==> src/rtl/muldiv_unit.sv <==
// Iterative RV32M/RV64M multiply/divide unit: radix-2 shift-add multiply and
// restoring divide on operand magnitudes, with sign correction on the last step.
module muldiv_unit #(
  parameter int BIT_COUNT = 32
) (
  input  logic                 clk,
  input  logic                 reset,
  input  logic                 Start,
  input  logic [2:0]           Op,
  input  logic [BIT_COUNT-1:0] OpA,
  input  logic [BIT_COUNT-1:0] OpB,
  input  logic                 Flush,
  output logic                 Busy,
  output logic                 Done,
  output logic [BIT_COUNT-1:0] Result
);

  localparam int N  = BIT_COUNT;
  localparam int CW = $clog2(N + 1);

  generate
    if (BIT_COUNT != 32 && BIT_COUNT != 64) begin : g_bad_width
      $error("muldiv_unit: BIT_COUNT must be 32 or 64");
    end
  endgenerate

  localparam logic [2:0] OP_MUL    = 3'd0;
  localparam logic [2:0] OP_MULH   = 3'd1;
  localparam logic [2:0] OP_MULHSU = 3'd2;
  localparam logic [2:0] OP_DIV    = 3'd4;
  localparam logic [2:0] OP_REM    = 3'd6;

  typedef enum logic [1:0] {IDLE, CALC, DONE} state_t;

  state_t          state_q, state_d;
  logic [2:0]      op_q;
  logic [N-1:0]    a_q, b_q;
  logic [2*N-1:0]  work_q, work_d;
  logic [CW-1:0]   cnt_q;
  logic            neg_q, neg_r_q;
  logic [N-1:0]    fin_q, result_q;

  // Operand decode for the launch cycle
  logic            a_signed, b_signed, sa, sb, is_div, is_rem, div_zero, div_ovf, fast, accept;
  logic [N-1:0]    a_mag, b_mag, fast_val;

  always_comb begin
    a_signed = (Op == OP_MULH) || (Op == OP_MULHSU) || (Op == OP_DIV) || (Op == OP_REM);
    b_signed = (Op == OP_MULH) || (Op == OP_DIV) || (Op == OP_REM);
    sa       = a_signed & OpA[N-1];
    sb       = b_signed & OpB[N-1];
    a_mag    = sa ? -OpA : OpA;
    b_mag    = sb ? -OpB : OpB;
    is_div   = Op[2];
    is_rem   = Op[1];
    div_zero = is_div && (OpB == '0);
    div_ovf  = ((Op == OP_DIV) || (Op == OP_REM)) &&
               (OpA == {1'b1, {(N-1){1'b0}}}) && (OpB == '1);
    fast     = div_zero || div_ovf;
    if (div_zero) begin
      fast_val = is_rem ? OpA : '1;
    end else begin
      fast_val = is_rem ? '0 : OpA;
    end
    accept   = (state_q == IDLE) && Start && !Flush;
  end

  // One radix-2 step of either algorithm; work_q holds {hi, lo} of product
  // or {remainder, dividend/quotient}.
  logic [N:0]      mul_sum, div_shift;
  logic [N-1:0]    div_diff, div_rem;
  logic            div_ge;
  logic [2*N-1:0]  mul_next, div_next;

  always_comb begin
    mul_sum   = {1'b0, work_q[2*N-1:N]} + (work_q[0] ? {1'b0, a_q} : '0);
    mul_next  = {mul_sum, work_q[N-1:1]};
    div_shift = {work_q[2*N-1:N], work_q[N-1]};
    div_ge    = div_shift >= {1'b0, b_q};
    div_diff  = div_shift[N-1:0] - b_q;
    div_rem   = div_ge ? div_diff : div_shift[N-1:0];
    div_next  = {div_rem, work_q[N-2:0], div_ge};
    work_d    = op_q[2] ? div_next : mul_next;
  end

  logic [2*N-1:0]  prod_s;
  logic [N-1:0]    quo_s, rem_s, final_val;

  always_comb begin
    prod_s = neg_q ? -work_d : work_d;
    quo_s  = neg_q ? -work_d[N-1:0] : work_d[N-1:0];
    rem_s  = neg_r_q ? -work_d[2*N-1:N] : work_d[2*N-1:N];
    case (op_q)
      OP_MUL:        final_val = prod_s[N-1:0];
      3'd1, 3'd2,
      3'd3:          final_val = prod_s[2*N-1:N];
      3'd4, 3'd5:    final_val = quo_s;
      default:       final_val = rem_s;
    endcase
  end

  always_ff @(posedge clk) begin
    if (!reset) begin
      state_q <= IDLE;
    end else begin
      state_q <= state_d;
    end
  end

  always_comb begin
    state_d = state_q;
    Busy    = 1'b0;
    Done    = 1'b0;
    case (state_q)
      IDLE: begin
        if (Start && !Flush) begin
          Busy    = 1'b1;
          state_d = fast ? DONE : CALC;
        end
      end
      CALC: begin
        Busy = 1'b1;
        if (Flush) begin
          state_d = IDLE;
        end else if (cnt_q == CW'(1)) begin
          state_d = DONE;
        end
      end
      DONE: begin
        Done    = !Flush;
        state_d = IDLE;
      end
      default: state_d = IDLE;
    endcase
  end

  always_ff @(posedge clk) begin
    if (!reset) begin
      op_q     <= '0;
      a_q      <= '0;
      b_q      <= '0;
      work_q   <= '0;
      cnt_q    <= '0;
      neg_q    <= 1'b0;
      neg_r_q  <= 1'b0;
      fin_q    <= '0;
      result_q <= '0;
    end else begin
      case (state_q)
        IDLE: begin
          if (accept) begin
            op_q    <= Op;
            a_q     <= a_mag;
            b_q     <= b_mag;
            neg_q   <= sa ^ sb;
            neg_r_q <= sa;
            if (fast) begin
              fin_q <= fast_val;
              cnt_q <= '0;
            end else begin
              work_q <= {{N{1'b0}}, (is_div ? a_mag : b_mag)};
              cnt_q  <= CW'(N);
            end
          end
        end
        CALC: begin
          if (Flush) begin
            cnt_q <= '0;
          end else begin
            work_q <= work_d;
            cnt_q  <= cnt_q - CW'(1);
            if (cnt_q == CW'(1)) begin
              fin_q <= final_val;
            end
          end
        end
        DONE: begin
          if (!Flush) begin
            result_q <= fin_q;
          end
        end
        default: ;
      endcase
    end
  end

  // A flushed DONE cycle must not expose the aborted result.
  assign Result = ((state_q == DONE) && !Flush) ? fin_q : result_q;

endmodule
==> config.mk <==
export PLATFORM = sky130hd
export DESIGN_NAME = muldiv_unit
export DESIGN_NICKNAME = d
export VERILOG_FILES = /design/src/rtl/muldiv_unit.sv
export SDC_FILE = /design/constraint.sdc
export NUM_CORES = 1
export LEC_CHECK = 0
export ABC_AREA = 0
export CAP_MARGIN = 20
export CORE_MARGIN = 8
export CORE_UTILIZATION = 37
export DETAILED_ROUTE_END_ITERATION = 7
export PLACE_DENSITY = 0.62
export RECOVER_POWER = 100
export SETUP_SLACK_MARGIN = 0.05
export SYNTH_ARGS = -nofsm -noshare
export SYNTH_HDL_FRONTEND = slang
export SYNTH_SLANG_ARGS = --single-unit
==> constraint.sdc <==
create_clock -name clk -period 7.73 [get_ports clk]
set_clock_uncertainty 0.2 [all_clocks]
set_input_delay 1.1595 -clock clk [delete_from_list [all_inputs] [get_ports clk]]
set_output_delay 1.1595 -clock clk [all_outputs]
set_load 0.01 [all_outputs]
==> summary.txt, run 1 <==
Clock tree
  – Longest Clk Path Bufs: 3
  – Number of buffers added for setup after CTS: 0
  – Root Buffer: clkbuf_16
  – # clock sinks: ~210
  – Clock latency on the worst-skew pair: ~0.57 ns
  – Post-CTS Resized: 0
  – H-Tree Level Count: 1
  – Number of CTS-inserted buffers: 27
  – TritonCTS clock tree: yes
  – Clock edge transition at the registers on the reported setup and hold paths: approximately 0.06 ns
  – Hold buffer count at cts: 0

Synthesis
  – Ys async rst share: 0
  – Cell types with the largest area share after synthesis: dfxtp_1, nor2_1, a21oi_1
  – Cell type with the highest aggregate area in the netlist: dfxtp_1
  – Mean instance size in the synthesized netlist: 7.368 sq um
  – Netlist area before placement: 18070 sq um
  – Most used flip-flop cell after synthesis: dfxtp_1
  – Number of register bits inferred by synthesis: roughly 210
  – Number of distinct library cell variants in the gate-level netlist after synthesis: 108
  – Sequential share of the synthesized area: 0.2271
  – Area share of the largest cell type after synthesis: 0.2271
  – YS warnings: 0
  – Number of flops mapped to enable cells by yosys: 0
  – Cell count after synthesis: 2453
  – Mapped Nets: 2597

Die
  – Effective utilization at floorplan: 0.3723
  – Number of ports placed on the die boundary: 105
  – Floorplan die area: 56180 sq um
  – Number of rows created at floorplan: between 80 and 90
  – Vertical extent of the die: between 200 and 250 um
  – Die width: 237.0 um
  – Core box area: between 40000 and 50000 sq um

Route
  – Number of optimization iterations in the first detailed-route pass: 8
  – Residual antenna-violating net count after detailed routing: 0
  – Met3 Wirelength: 8015 um
  – Detailed Route Iter0 Violations: 2672
  – Top routing layer in use: met5
  – Routed WL: 81120 um
  – Remaining routing DRC violations: 0
  – Via count: 19850
  – Via count normalized by instance count: 6.384
  – Met1 Wirelength: about 33000 um
  – WL/cell: approximately 26 um
  – Routed length on met2: between 30000 and 40000 um

STA
  – Max Clock Freq: 0.1447 GHz
  – Worst hold-check slack: about 0.25 ns
  – Setup violations, final: 0
  – Slew at the pin closest to its max-slew limit: 3.858 ns
  – Post-layout min period: 6.909 ns
  – Final-report max-slew violation count: approximately 240
  – Hold violation count in the final report: 0
  – Worst slew margin: -1.572
  – Setup tns final: 0 ns
  – Unrepaired setup endpoints after global routing: no
  – Post-route fraction of the period consumed by the critical path: 0.8938

Power
  – Total power density per cell area: 170.7 nW/um^2
  – Share of power burned in combinational logic: 0.267
  – Peak supply drop: ~0.16 mV
  – Pleak: 7.791 nW
  – Sw Ratio: 0.3510
  – Post-layout total power: 3.507 mW
  – NetSw: 1.231 mW
  – Clock network fraction of total power: 0.407
  – Portion of total power attributed to sequential cells: 0.326
  – Internal power: 2.276 mW

Placement
  – Hpwl dp: 62050 um
  – Weighted congestion reported at the end of routability-driven placement: roughly 1.0
  – Number of buffer cells added on primary ports: 104

GRT
  – Pin count of the biggest net entering global routing: 88
  – Number of antenna violations at the first check in global routing: 7
  – Global route overflow: 0
  – Vias in the first global route: 18220
  – Total routing usage reported by global routing: 0.2743
  – Wire length of the first global-routing pass: 119500 um

Critical path
  – Gate family responsible for the most delay along the worst path: buffers and inverters
  – Type of origin of the critical path: input pin
  – Delay contributed by the slowest stage of the critical path: 2.79 ns
  – Capturing element type of the critical path: register
  – Maximum net fanout on the critical path: 75
  – Bufs and invs on worst path: 5
  – Crit Path Class: input pin to register
  – Slowest stage cell, crit path: clkbuf_1
  – Worst path cell trace: clkdlybuf4s50_1, clkbuf_2, inv_4, clkbuf_2, clkbuf_1, nor2_1
  – Critical path arrival: approximately 7 ns
  – Crit path top cell by count: clkbuf_2
  – CP required: 7.82 ns
  – Setup slack of the worst register-to-register path: 1.12 ns

Status
  – Violations in the final reports: capacitance limit, slew limit
  – Outcome: finished with violations

Final layout
  – Total Nets Final: 2609
  – Layout cells sized above 1: 0.06720
  – Synth-to-layout area growth: 13.63%
  – Fillers: 5000

Flow run
  – Max Cap Violations: 5

Min path
  – Hold crit path type: register to register
cells in the mapped netlist, types with 25 or more instances:
master	instances
a22oi_1	25
and2_1	73
inv_1	77
ha_1	71
xor2_1	71
nor3_1	72
a21oi_1	199
clkbuf_1	133
or3_1	29
a211oi_1	95
a21o_1	26
dfxtp_1	205
mux2_2	39
xnor2_1	80
a31oi_1	35
o211ai_1	39
nand2_1	212
nand2b_1	27
o21ai_0	154
mux2i_1	56
nand4_1	27
nand3_1	53
nor2_1	290
o31ai_1	28
cells in the final DEF (no fill, tap or decap), types with 16 or more instances in the layout:
| cell type | count |
|---|---|
| a211oi_1 | 95 |
| a21o_1 | 26 |
| a21oi_1 | 199 |
| a22oi_1 | 25 |
| a31oi_1 | 35 |
| and2_1 | 69 |
| buf_4 | 33 |
| clkbuf_16 | 27 |
| clkdlybuf4s50_1 | 67 |
| dfxtp_1 | 204 |
| dlygate4sd3_1 | 36 |
| ha_1 | 71 |
| inv_1 | 77 |
| maj3_1 | 17 |
| mux2_1 | 22 |
| mux2_2 | 17 |
| mux2i_1 | 56 |
| nand2_1 | 212 |
| nand2b_1 | 26 |
| nand3_1 | 53 |
| nand4_1 | 27 |
| nor2_1 | 289 |
| nor3_1 | 71 |
| nor4_1 | 22 |
| o211ai_1 | 40 |
| o21a_1 | 16 |
| o21ai_0 | 154 |
| o31ai_1 | 28 |
| or3_1 | 29 |
| xnor2_1 | 80 |
| xor2_1 | 71 |
cell type report:
type	count	area (sq um)	share of cell area
Timing Repair Buffer	144	1313	0.06391
Antenna cell	2	5.005	0.0002437
Inverter	80	302.8	0.01474
Clock inverter	16	250.2	0.01218
Tap cell	622	778.2	0.03789
Clock buffer	33	738.2	0.03594
Sequential cell	205	4108	0.2000
Multi-Input combinational cell	2007	13040	0.6351
cells by family after synthesis:
| group | count (synthesis) | synth area share |
|---|---|---|
| AOI/OAI and AO/OA | 771 | 0.2893 |
| xor gates and xnor gates | 151 | 0.07317 |
| adders and majority gates | 90 | 0.06078 |
| buffers and inverters | 241 | 0.05226 |
| DFF | 205 | 0.2271 |
| muxes | 95 | 0.05531 |
| and+or+nand+nor | 900 | 0.2421 |
flip-flops by register name, indices dropped and copies added (netlist names):
| register | flops |
|---|---|
| neg_q | 1 |
| op_q | 3 |
| neg_r_q | 1 |
| state_q | 2 |
| b_q | 32 |
| work_q | 64 |
| result_q | 32 |
| fin_q | 32 |
| a_q | 32 |
| cnt_q | 6 |
per-stage QoR:
stage	area, sq um	setup slack [ns]	util	instances
floorplan	18070	2.792	-	2453
global placement	19590	1.682	0.4035	3058
detailed placement	19590	1.588	0.4035	3058
CTS	20580	1.576	0.4239	3107
global route	20530	0.6217	0.4230	3107
finish	20540	0.8206	0.4231	3109
power by group through the flow:
stage	logic (mW)	clock network, mW	registers [mW]
finish	0.936	1.43	1.14
floorplan	0.580	0	1.14
global placement	0.898	0	1.16
detailed placement	0.898	0	1.16
CTS	0.904	1.43	1.14
global route	0.990	1.48	1.15
worst register-to-register path: cells and delay by family, from the launching register on:
kind	cells	cell delay (ns)
compound gates	9	2.44
xor+xnor	1	0.16
fa+ha+maj	2	0.55
buf+inv	2	0.23
flops	1	0.33
simple gates	9	2.49
worst paths after layout:
| path | startpoint | to | depth (start not counted) |
|---|---|---|---|
| max | reset | work_q[38] | 6 |
| min | fin_q[17] | fin_q[17] | 2 |
| max reg2reg | b_q[26] | fin_q[0] | 23 |
| min reg2reg | fin_q[17] | fin_q[17] | 2 |
layer usage:
| layer | up-vias | track usage |
|---|---|---|
| met5 | - | 0 |
| met4 | 12 | 0.1371 |
| met3 | 247 | 0.06522 |
| met2 | 1111 | 0.4303 |
| met1 | 9438 | 0.3483 |
| li1 | 9040 | - |
Note: power is estimated with default switching activity, not from simulation.
==> run 2, diff against run 1 <==
--- a/config.mk
+++ b/config.mk
@@ -7,11 +7,11 @@
 export LEC_CHECK = 0
 export ABC_AREA = 0
 export CAP_MARGIN = 20
+export CORE_ASPECT_RATIO = 1.25
 export CORE_MARGIN = 8
 export CORE_UTILIZATION = 37
 export DETAILED_ROUTE_END_ITERATION = 7
 export PLACE_DENSITY = 0.62
-export RECOVER_POWER = 100
 export SETUP_SLACK_MARGIN = 0.05
 export SYNTH_ARGS = -nofsm -noshare
 export SYNTH_HDL_FRONTEND = slang
==> constraint.sdc (replaced) <==
create_clock -name clk -period 8.6 [get_ports clk]
set_clock_uncertainty 0.2 [all_clocks]
set_input_delay 1.29 -clock clk [delete_from_list [all_inputs] [get_ports clk]]
set_output_delay 1.29 -clock clk [all_outputs]
set_load 0.01 [all_outputs]
==> run 2 against run 1 <==
The flow now finishes without violations. Highest routed layer unchanged. Critical path type is now register to register. Global-route usage is 1.1 points higher. Register-to-register slack better by 1.1 ns. Hold slack worse by 0.0030 ns. Total power fell by 15%.
==> summary.txt, run 2 (synthesis results as in run 1) <==
Final layout
  – Count of non-filler cells in the finished layout: 3118 (+0.29%)
  – Register with the most flip-flops: work_q
  – Area of the multi-input gates: 13070 sq um (+0.17%)
  – Sequential cell area: 4108 sq um (unchanged)
  – Fillers: 4994 (-0.12%)
  – Layout cells sized above 1: 0.07484 (+0.007635)
  – Commonest cells after routing, fill and taps aside: nor2_1, nand2_1, dfxtp_1, a21oi_1, o21ai_0
  – Most common cell after layout, fill and taps aside: nor2_1
  – Total Nets Final: 2601 (-0.31%)
  – Flip-flop count of the largest register, all copies and words added: 64 (unchanged)
  – Synth-to-layout area growth: 12.83%

STA
  – Max Clock Freq: 0.1556 GHz
  – Hold violation count in the final report: 0 (unchanged)
  – Unrepaired setup endpoints after global routing: no
  – Post-layout min period: 6.425 ns
  – Final-report max-slew violation count: 0 (-100%)
  – Post-route fraction of the period consumed by the critical path: 0.7471
  – Slew at the pin closest to its max-slew limit: 1.412 ns (-2.446 ns)
  – Setup violations, final: 0 (unchanged)
  – Setup tns final: 0 ns (unchanged)
  – Worst slew margin: 0.05878 (+1.631)

Critical path
  – Capturing element type of the critical path: register
  – Maximum net fanout on the critical path: 19 (-75%)
  – Bufs and invs on worst path: 2 (-3)
  – Crit Path Class: register to register
  – Type of origin of the critical path: register
  – Delay contributed by the slowest stage of the critical path: 0.66 ns (-2.13 ns)
  – Gate family responsible for the most delay along the worst path: compound AO/OA/AOI/OAI gates
  – Crit path top cell by count: nor2_1
  – Slowest stage cell, crit path: nor2_4
  – Worst path cell trace: inv_1, ha_1, a21oi_1, o21ai_1, a2111oi_4, o211ai_2, nor2_4, a21oi_1, inv_2, ha_1, nor2b_1, o21ai_0, nor2_1, nand2_1, or2_2, nor2_1, nor2_1, xnor2_1, a222oi_1, nor2_1, a211o_1, o21ai_0, nor2_1
  – Setup slack of the worst register-to-register path: 2.17 ns (+1.05 ns)
  – Critical path arrival: 6.61 ns (-0.39 ns)
  – CP required: 8.78 ns (+0.96 ns)

Clock tree
  – # clock sinks: 205 (unchanged)
  – Number of buffers added for setup after CTS: 0 (unchanged)
  – H-Tree Level Count: 1 (unchanged)
  – Longest Clk Path Bufs: 3 (unchanged)
  – Hold buffer count at cts: 0 (unchanged)
  – Clock edge transition at the registers on the reported setup and hold paths: 0.07 ns (about the same)
  – TritonCTS clock tree: yes
  – Number of CTS-inserted buffers: 23 (-15%)
  – Post-CTS Resized: 0 (unchanged)
  – Root Buffer: clkbuf_16
  – Clock latency on the worst-skew pair: 0.54 ns (-0.03 ns)

GRT
  – Pin count of the biggest net entering global routing: 94 (+6.8%)
  – Wire length of the first global-routing pass: 123200 um (+3.0%)
  – Total routing usage reported by global routing: 0.2856 (+0.01130)
  – Global route overflow: 0 (unchanged)
  – Vias in the first global route: 19200 (+5.4%)
  – Number of antenna violations at the first check in global routing: 4 (-3)

Power
  – Total power density per cell area: 145.7 nW/um^2 (-15%)
  – Pleak: 7.584 nW (-2.7%)
  – Peak supply drop: 0.1862 mV (+19%)

Route
  – Residual antenna-violating net count after detailed routing: 0 (unchanged)
  – Via count normalized by instance count: 6.351 (-0.51%)
  – WL/cell: 26.58 um (+1.8%)
  – Routed WL: 82860 um (+2.1%)
  – Remaining routing DRC violations: 0 (unchanged)
  – Via count: 19800 (-0.23%)
  – Number of optimization iterations in the first detailed-route pass: 6 (-2)
  – Detailed Route Iter0 Violations: 1939 (-27%)

Die
  – Number of rows created at floorplan: 90 (+11%)
  – Vertical extent of the die: 263.1 um (+11%)
  – Number of ports placed on the die boundary: 105 (unchanged)
  – Floorplan die area: 56220 sq um (about the same)
  – Die width: 213.7 um (-9.8%)
  – Effective utilization at floorplan: 0.3742 (+0.001823)
  – Core box area: 48310 sq um (-0.49%)

Min path
  – Hold crit path type: register to register

Flow run
  – Max Cap Violations: 0 (-5)

Placement
  – Hpwl dp: 63840 um (+2.9%)
  – Number of placed instances, taps included: 3075 (+0.56%)
  – Number of buffer cells added on primary ports: 104 (unchanged)
  – Weighted congestion reported at the end of routability-driven placement: 1.063 (+5.4%)

Status
  – Outcome: finished, final reports clean
-- run 2: cell types whose count changed in the layout (fill, tap and decap cells not counted), sizes merged --
cell           before  now
inv                80   78
dlygate4sd3        36    0
buf                34   36
bufinv              6    3
clkbuf             40   35
clkdlybuf4s50      67  103
clkinvlp            5    0
-- run 2: path summary, 6_finish.rpt --
kind               end  startpoint  depth (start not counted)
min reg2reg  fin_q[17]   fin_q[17]                          2
max           fin_q[0]     b_q[26]                         23
max reg2reg   fin_q[0]     b_q[26]                         23
min          fin_q[17]   fin_q[17]                          2
-- run 2: worst register-to-register path, stage by stage (launching register included) --
cell       delay (ns)
dfxtp_1          0.35
inv_1            0.05
ha_1             0.37
a21oi_1          0.26
o21ai_1          0.15
a2111oi_4        0.58
o211ai_2         0.32
nor2_4           0.67
a21oi_1          0.31
inv_2            0.17
ha_1             0.19
nor2b_1          0.14
o21ai_0          0.17
nor2_1           0.33
nand2_1          0.29
or2_2            0.37
nor2_1           0.29
nor2_1           0.12
xnor2_1          0.16
a222oi_1         0.29
nor2_1           0.09
a211o_1          0.30
o21ai_0          0.07
nor2_1           0.05
-- run 2: area by class of cell --
| type | instances | share of cell area |
|---|---|---|
| clock buffer | 34 | 0.03368 |
| tap | 644 | 0.03951 |
| inverter | 80 | 0.01485 |
| clock inverter | 6 | 0.005522 |
| timing repair buffer | 140 | 0.06405 |
| multi-input combinational | 2007 | 0.6407 |
| antenna | 2 | 0.0002454 |
| sequential | 205 | 0.2014 |
-- run 2: routing by layer --
layer / share of wire / global-route usage
met5: 0.00028 / 0.01179
met4: 0.089 / 0.2157
met3: 0.080 / 0.05005
met2: 0.46 / 0.4683
met1: 0.37 / 0.3248
-- run 2: stage by stage --
step	util	setup slack (ns)	cell area (sq um)	hold WS, ns	power [mW]
finish	0.4221	2.175	20390	0.2425	2.971
global route	0.4221	1.859	20390	0.2741	3.062
CTS	0.4219	2.463	20380	0.2436	2.942
detailed placement	0.4053	2.469	19580	0.2312	1.875
global placement	0.4053	2.454	19580	0.2399	1.874
floorplan	-	3.662	18070	0.2099	1.548
-- run 2: power breakdown --
| part | switching (mW) | internal [mW] |
|---|---|---|
| logic | 0.601 | 0.267 |
| registers | 0.0383 | 0.987 |
| clock network | 0.437 | 0.641 |
==> run 3, diff against run 2 <==
--- a/config.mk
+++ b/config.mk
@@ -11,7 +11,7 @@
 export CORE_MARGIN = 8
 export CORE_UTILIZATION = 37
 export DETAILED_ROUTE_END_ITERATION = 7
-export PLACE_DENSITY = 0.62
+export PLACE_DENSITY = 0.64
 export SETUP_SLACK_MARGIN = 0.05
 export SYNTH_ARGS = -nofsm -noshare
 export SYNTH_HDL_FRONTEND = slang
==> constraint.sdc (replaced) <==
create_clock -name clk -period 5.78 [get_ports clk]
set_clock_uncertainty 0.2 [all_clocks]
set_input_delay 0.867 -clock clk [delete_from_list [all_inputs] [get_ports clk]]
set_output_delay 0.867 -clock clk [all_outputs]
set_load 0.01 [all_outputs]
==> run 3 against run 2 <==
Routed wire length up 0.57%. Non-clock buffer count grew 58. Flip-flop and latch count stayed put. Utilization increased by 0.96 points. Largest cell class unchanged. Highest routed layer is now met4.
==> summary.txt, run 3 (synthesis results as in run 1) <==
Clock tree
  – Clock latency on the worst-skew pair: 0.57 ns (+0.03 ns)
  – Longest Clk Path Bufs: 3 (unchanged)
  – Number of CTS-inserted buffers: 24 (+4.3%)
  – # clock sinks: 205 (unchanged)
  – Root Buffer: clkbuf_16
  – TritonCTS clock tree: yes
  – H-Tree Level Count: 1 (unchanged)
  – Clock edge transition at the registers on the reported setup and hold paths: 0.07 ns (about the same)

GRT
  – Wire length of the first global-routing pass: 123300 um (+0.12%)
  – Vias in the first global route: 19290 (+0.46%)
  – Pin count of the biggest net entering global routing: 101 (+7.4%)
  – Number of antenna violations at the first check in global routing: 1 (-3)
  – Total routing usage reported by global routing: 0.2873 (+0.001743)
  – Global route overflow: 0 (unchanged)

Final layout
  – Share of the core filled with cells in the final layout: 0.4317 (+0.009557)
  – Fillers: 5033 (+0.78%)
  – Commonest cells after routing, fill and taps aside: nor2_1, nand2_1, dfxtp_1, a21oi_1, o21ai_0
  – Synth-to-layout area growth: 15.38%
  – Layout cells sized above 1: 0.09909 (+0.02425)
  – Count of non-filler cells in the finished layout: 3178 (+1.9%)
  – Total Nets Final: 2660 (+2.3%)
  – Post-route design area: 20860 sq um (+2.3%)
  – Flip-flop count of the largest register, all copies and words added: 64 (unchanged)
  – Register with the most flip-flops: work_q
  – Most common cell after layout, fill and taps aside: nor2_1

Route
  – Residual antenna-violating net count after detailed routing: 0 (unchanged)
  – Number of optimization iterations in the first detailed-route pass: 8 (+2)
  – Routed WL: 83340 um (+0.57%)
  – WL/cell: 26.22 um (-1.3%)
  – Via count normalized by instance count: 6.278 (-1.1%)
  – Detailed Route Iter0 Violations: 2296 (+18%)
  – Remaining routing DRC violations: 0 (unchanged)
  – Via count: 19950 (+0.76%)

STA
  – Worst hold-check slack: 0.2541 ns (+0.01160 ns)
  – Worst slew margin: 0.2144 (+0.1556)
  – Unrepaired setup endpoints after global routing: yes
  – Max Clock Freq: 0.1816 GHz (+17%)
  – Final-report max-slew violation count: 0 (unchanged)
  – Slew at the pin closest to its max-slew limit: 1.174 ns (-0.2374 ns)
  – Setup violations, final: 0 (unchanged)
  – Worst-case setup margin in the final layout: 0.2740 ns (-1.901 ns)
  – Post-route fraction of the period consumed by the critical path: 0.9526 (+0.2055)
  – Setup tns final: 0 ns (unchanged)
  – Hold violation count in the final report: 0 (unchanged)
  – Post-layout min period: 5.506 ns (-0.9190 ns)

Critical path
  – Maximum net fanout on the critical path: 6 (-13)
  – Type of origin of the critical path: register
  – Critical path arrival: 5.74 ns (-0.87 ns)
  – Crit Path Class: register to register
  – CP required: 6.02 ns (-2.76 ns)
  – Capturing element type of the critical path: register

Placement
  – Hpwl dp: 65580 um (+2.7%)
  – Number of buffer cells added on primary ports: 104 (unchanged)
  – Weighted congestion reported at the end of routability-driven placement: 1.026 (-3.5%)
  – Placed Instance Area: 20020 sq um (+2.2%)
  – Number of placed instances, taps included: 3132 (+1.9%)
  – Pre-CTS setup slack: 0.1741 ns (-2.295 ns)

Power
  – Peak supply drop: 0.2214 mV (+19%)
  – Pleak: 7.862 nW (+3.7%)
  – Post-layout total power: 4.417 mW (+49%)
  – Total power density per cell area: 211.8 nW/um^2 (+45%)

Die
  – Die width: 213.7 um (unchanged)
  – Vertical extent of the die: 263.1 um (unchanged)
  – Floorplan die area: 56220 sq um (unchanged)
  – Number of ports placed on the die boundary: 105 (unchanged)
  – Number of rows created at floorplan: 90 (unchanged)
  – Core box area: 48310 sq um (unchanged)
  – Effective utilization at floorplan: 0.3742 (unchanged)

Flow run
  – Max Cap Violations: 0 (unchanged)

Status
  – Outcome: finished, final reports clean

Min path
  – Hold crit path type: register to register
## run 3: changes by cell type in the layout (fill, tap and decap cells not counted), moves of 2 or more
cell and delta:
clkinv_2 +3, buf_4 +58, clkinvlp_4 +3, nor2_2 +2, clkbuf_1 -2, clkbuf_8 -4
## run 3: layout make-up
cell class / instances / area, sq um / area share
timing repair buffer: 198 / 1754 / 0.08411
multi-input combinational: 2007 / 13080 / 0.6273
clock inverter: 14 / 151.4 / 0.007259
clock buffer: 29 / 649.4 / 0.03114
inverter: 80 / 302.8 / 0.01452
sequential: 205 / 4108 / 0.1970
tap: 644 / 805.8 / 0.03864
antenna: 1 / 2.502 / 0.0001200
## run 3: worst paths after layout
| path | cells past startpoint | start | endpoint | slack [ns] |
|---|---|---|---|---|
| min | 2 | fin_q[4] | fin_q[4] | 0.25 |
| max | 20 | work_q[49] | fin_q[14] | 0.27 |
| min reg2reg | 2 | fin_q[4] | fin_q[4] | 0.25 |
| max reg2reg | 20 | work_q[49] | fin_q[14] | 0.27 |
## run 3: per-layer routing
layer  vias to the layer above  wire (um)  GRT usage
li1                       9120          -          -
met1                      9494      31660     0.3431
met2                      1072      39240     0.4804
met3                       267       6643    0.04554
met4                         0       5786     0.1649
met5                         -          0          0
## run 3: repair_timing
item / in CTS / in global routing
endpoints found under the setup margin: 0 / 16
hold buffers: 0 / 0
gates resized for setup: 0 / 4
buffers inserted: 0 / 2
## run 3: power by group
| group | switching (mW) | internal, mW |
|---|---|---|
| clock | 0.685 | 0.897 |
| combinational | 0.883 | 0.426 |
| sequential | 0.0567 | 1.47 |
## run 3: worst max-delay path, stage by stage, from the launching register on
cell	delay, ns
dfxtp_1	0.48
ha_1	0.38
a21oi_1	0.38
o21ai_0	0.29
a22oi_2	0.30
o211ai_4	0.17
nor2_4	0.16
a21oi_1	0.15
inv_2	0.15
ha_1	0.19
nor2b_1	0.13
o21ai_0	0.16
nor2_2	0.24
nand2_1	0.25
or2_2	0.37
or3_1	0.40
nor2_1	0.14
a41oi_1	0.23
mux2i_1	0.18
a211oi_1	0.30
o31ai_1	0.12
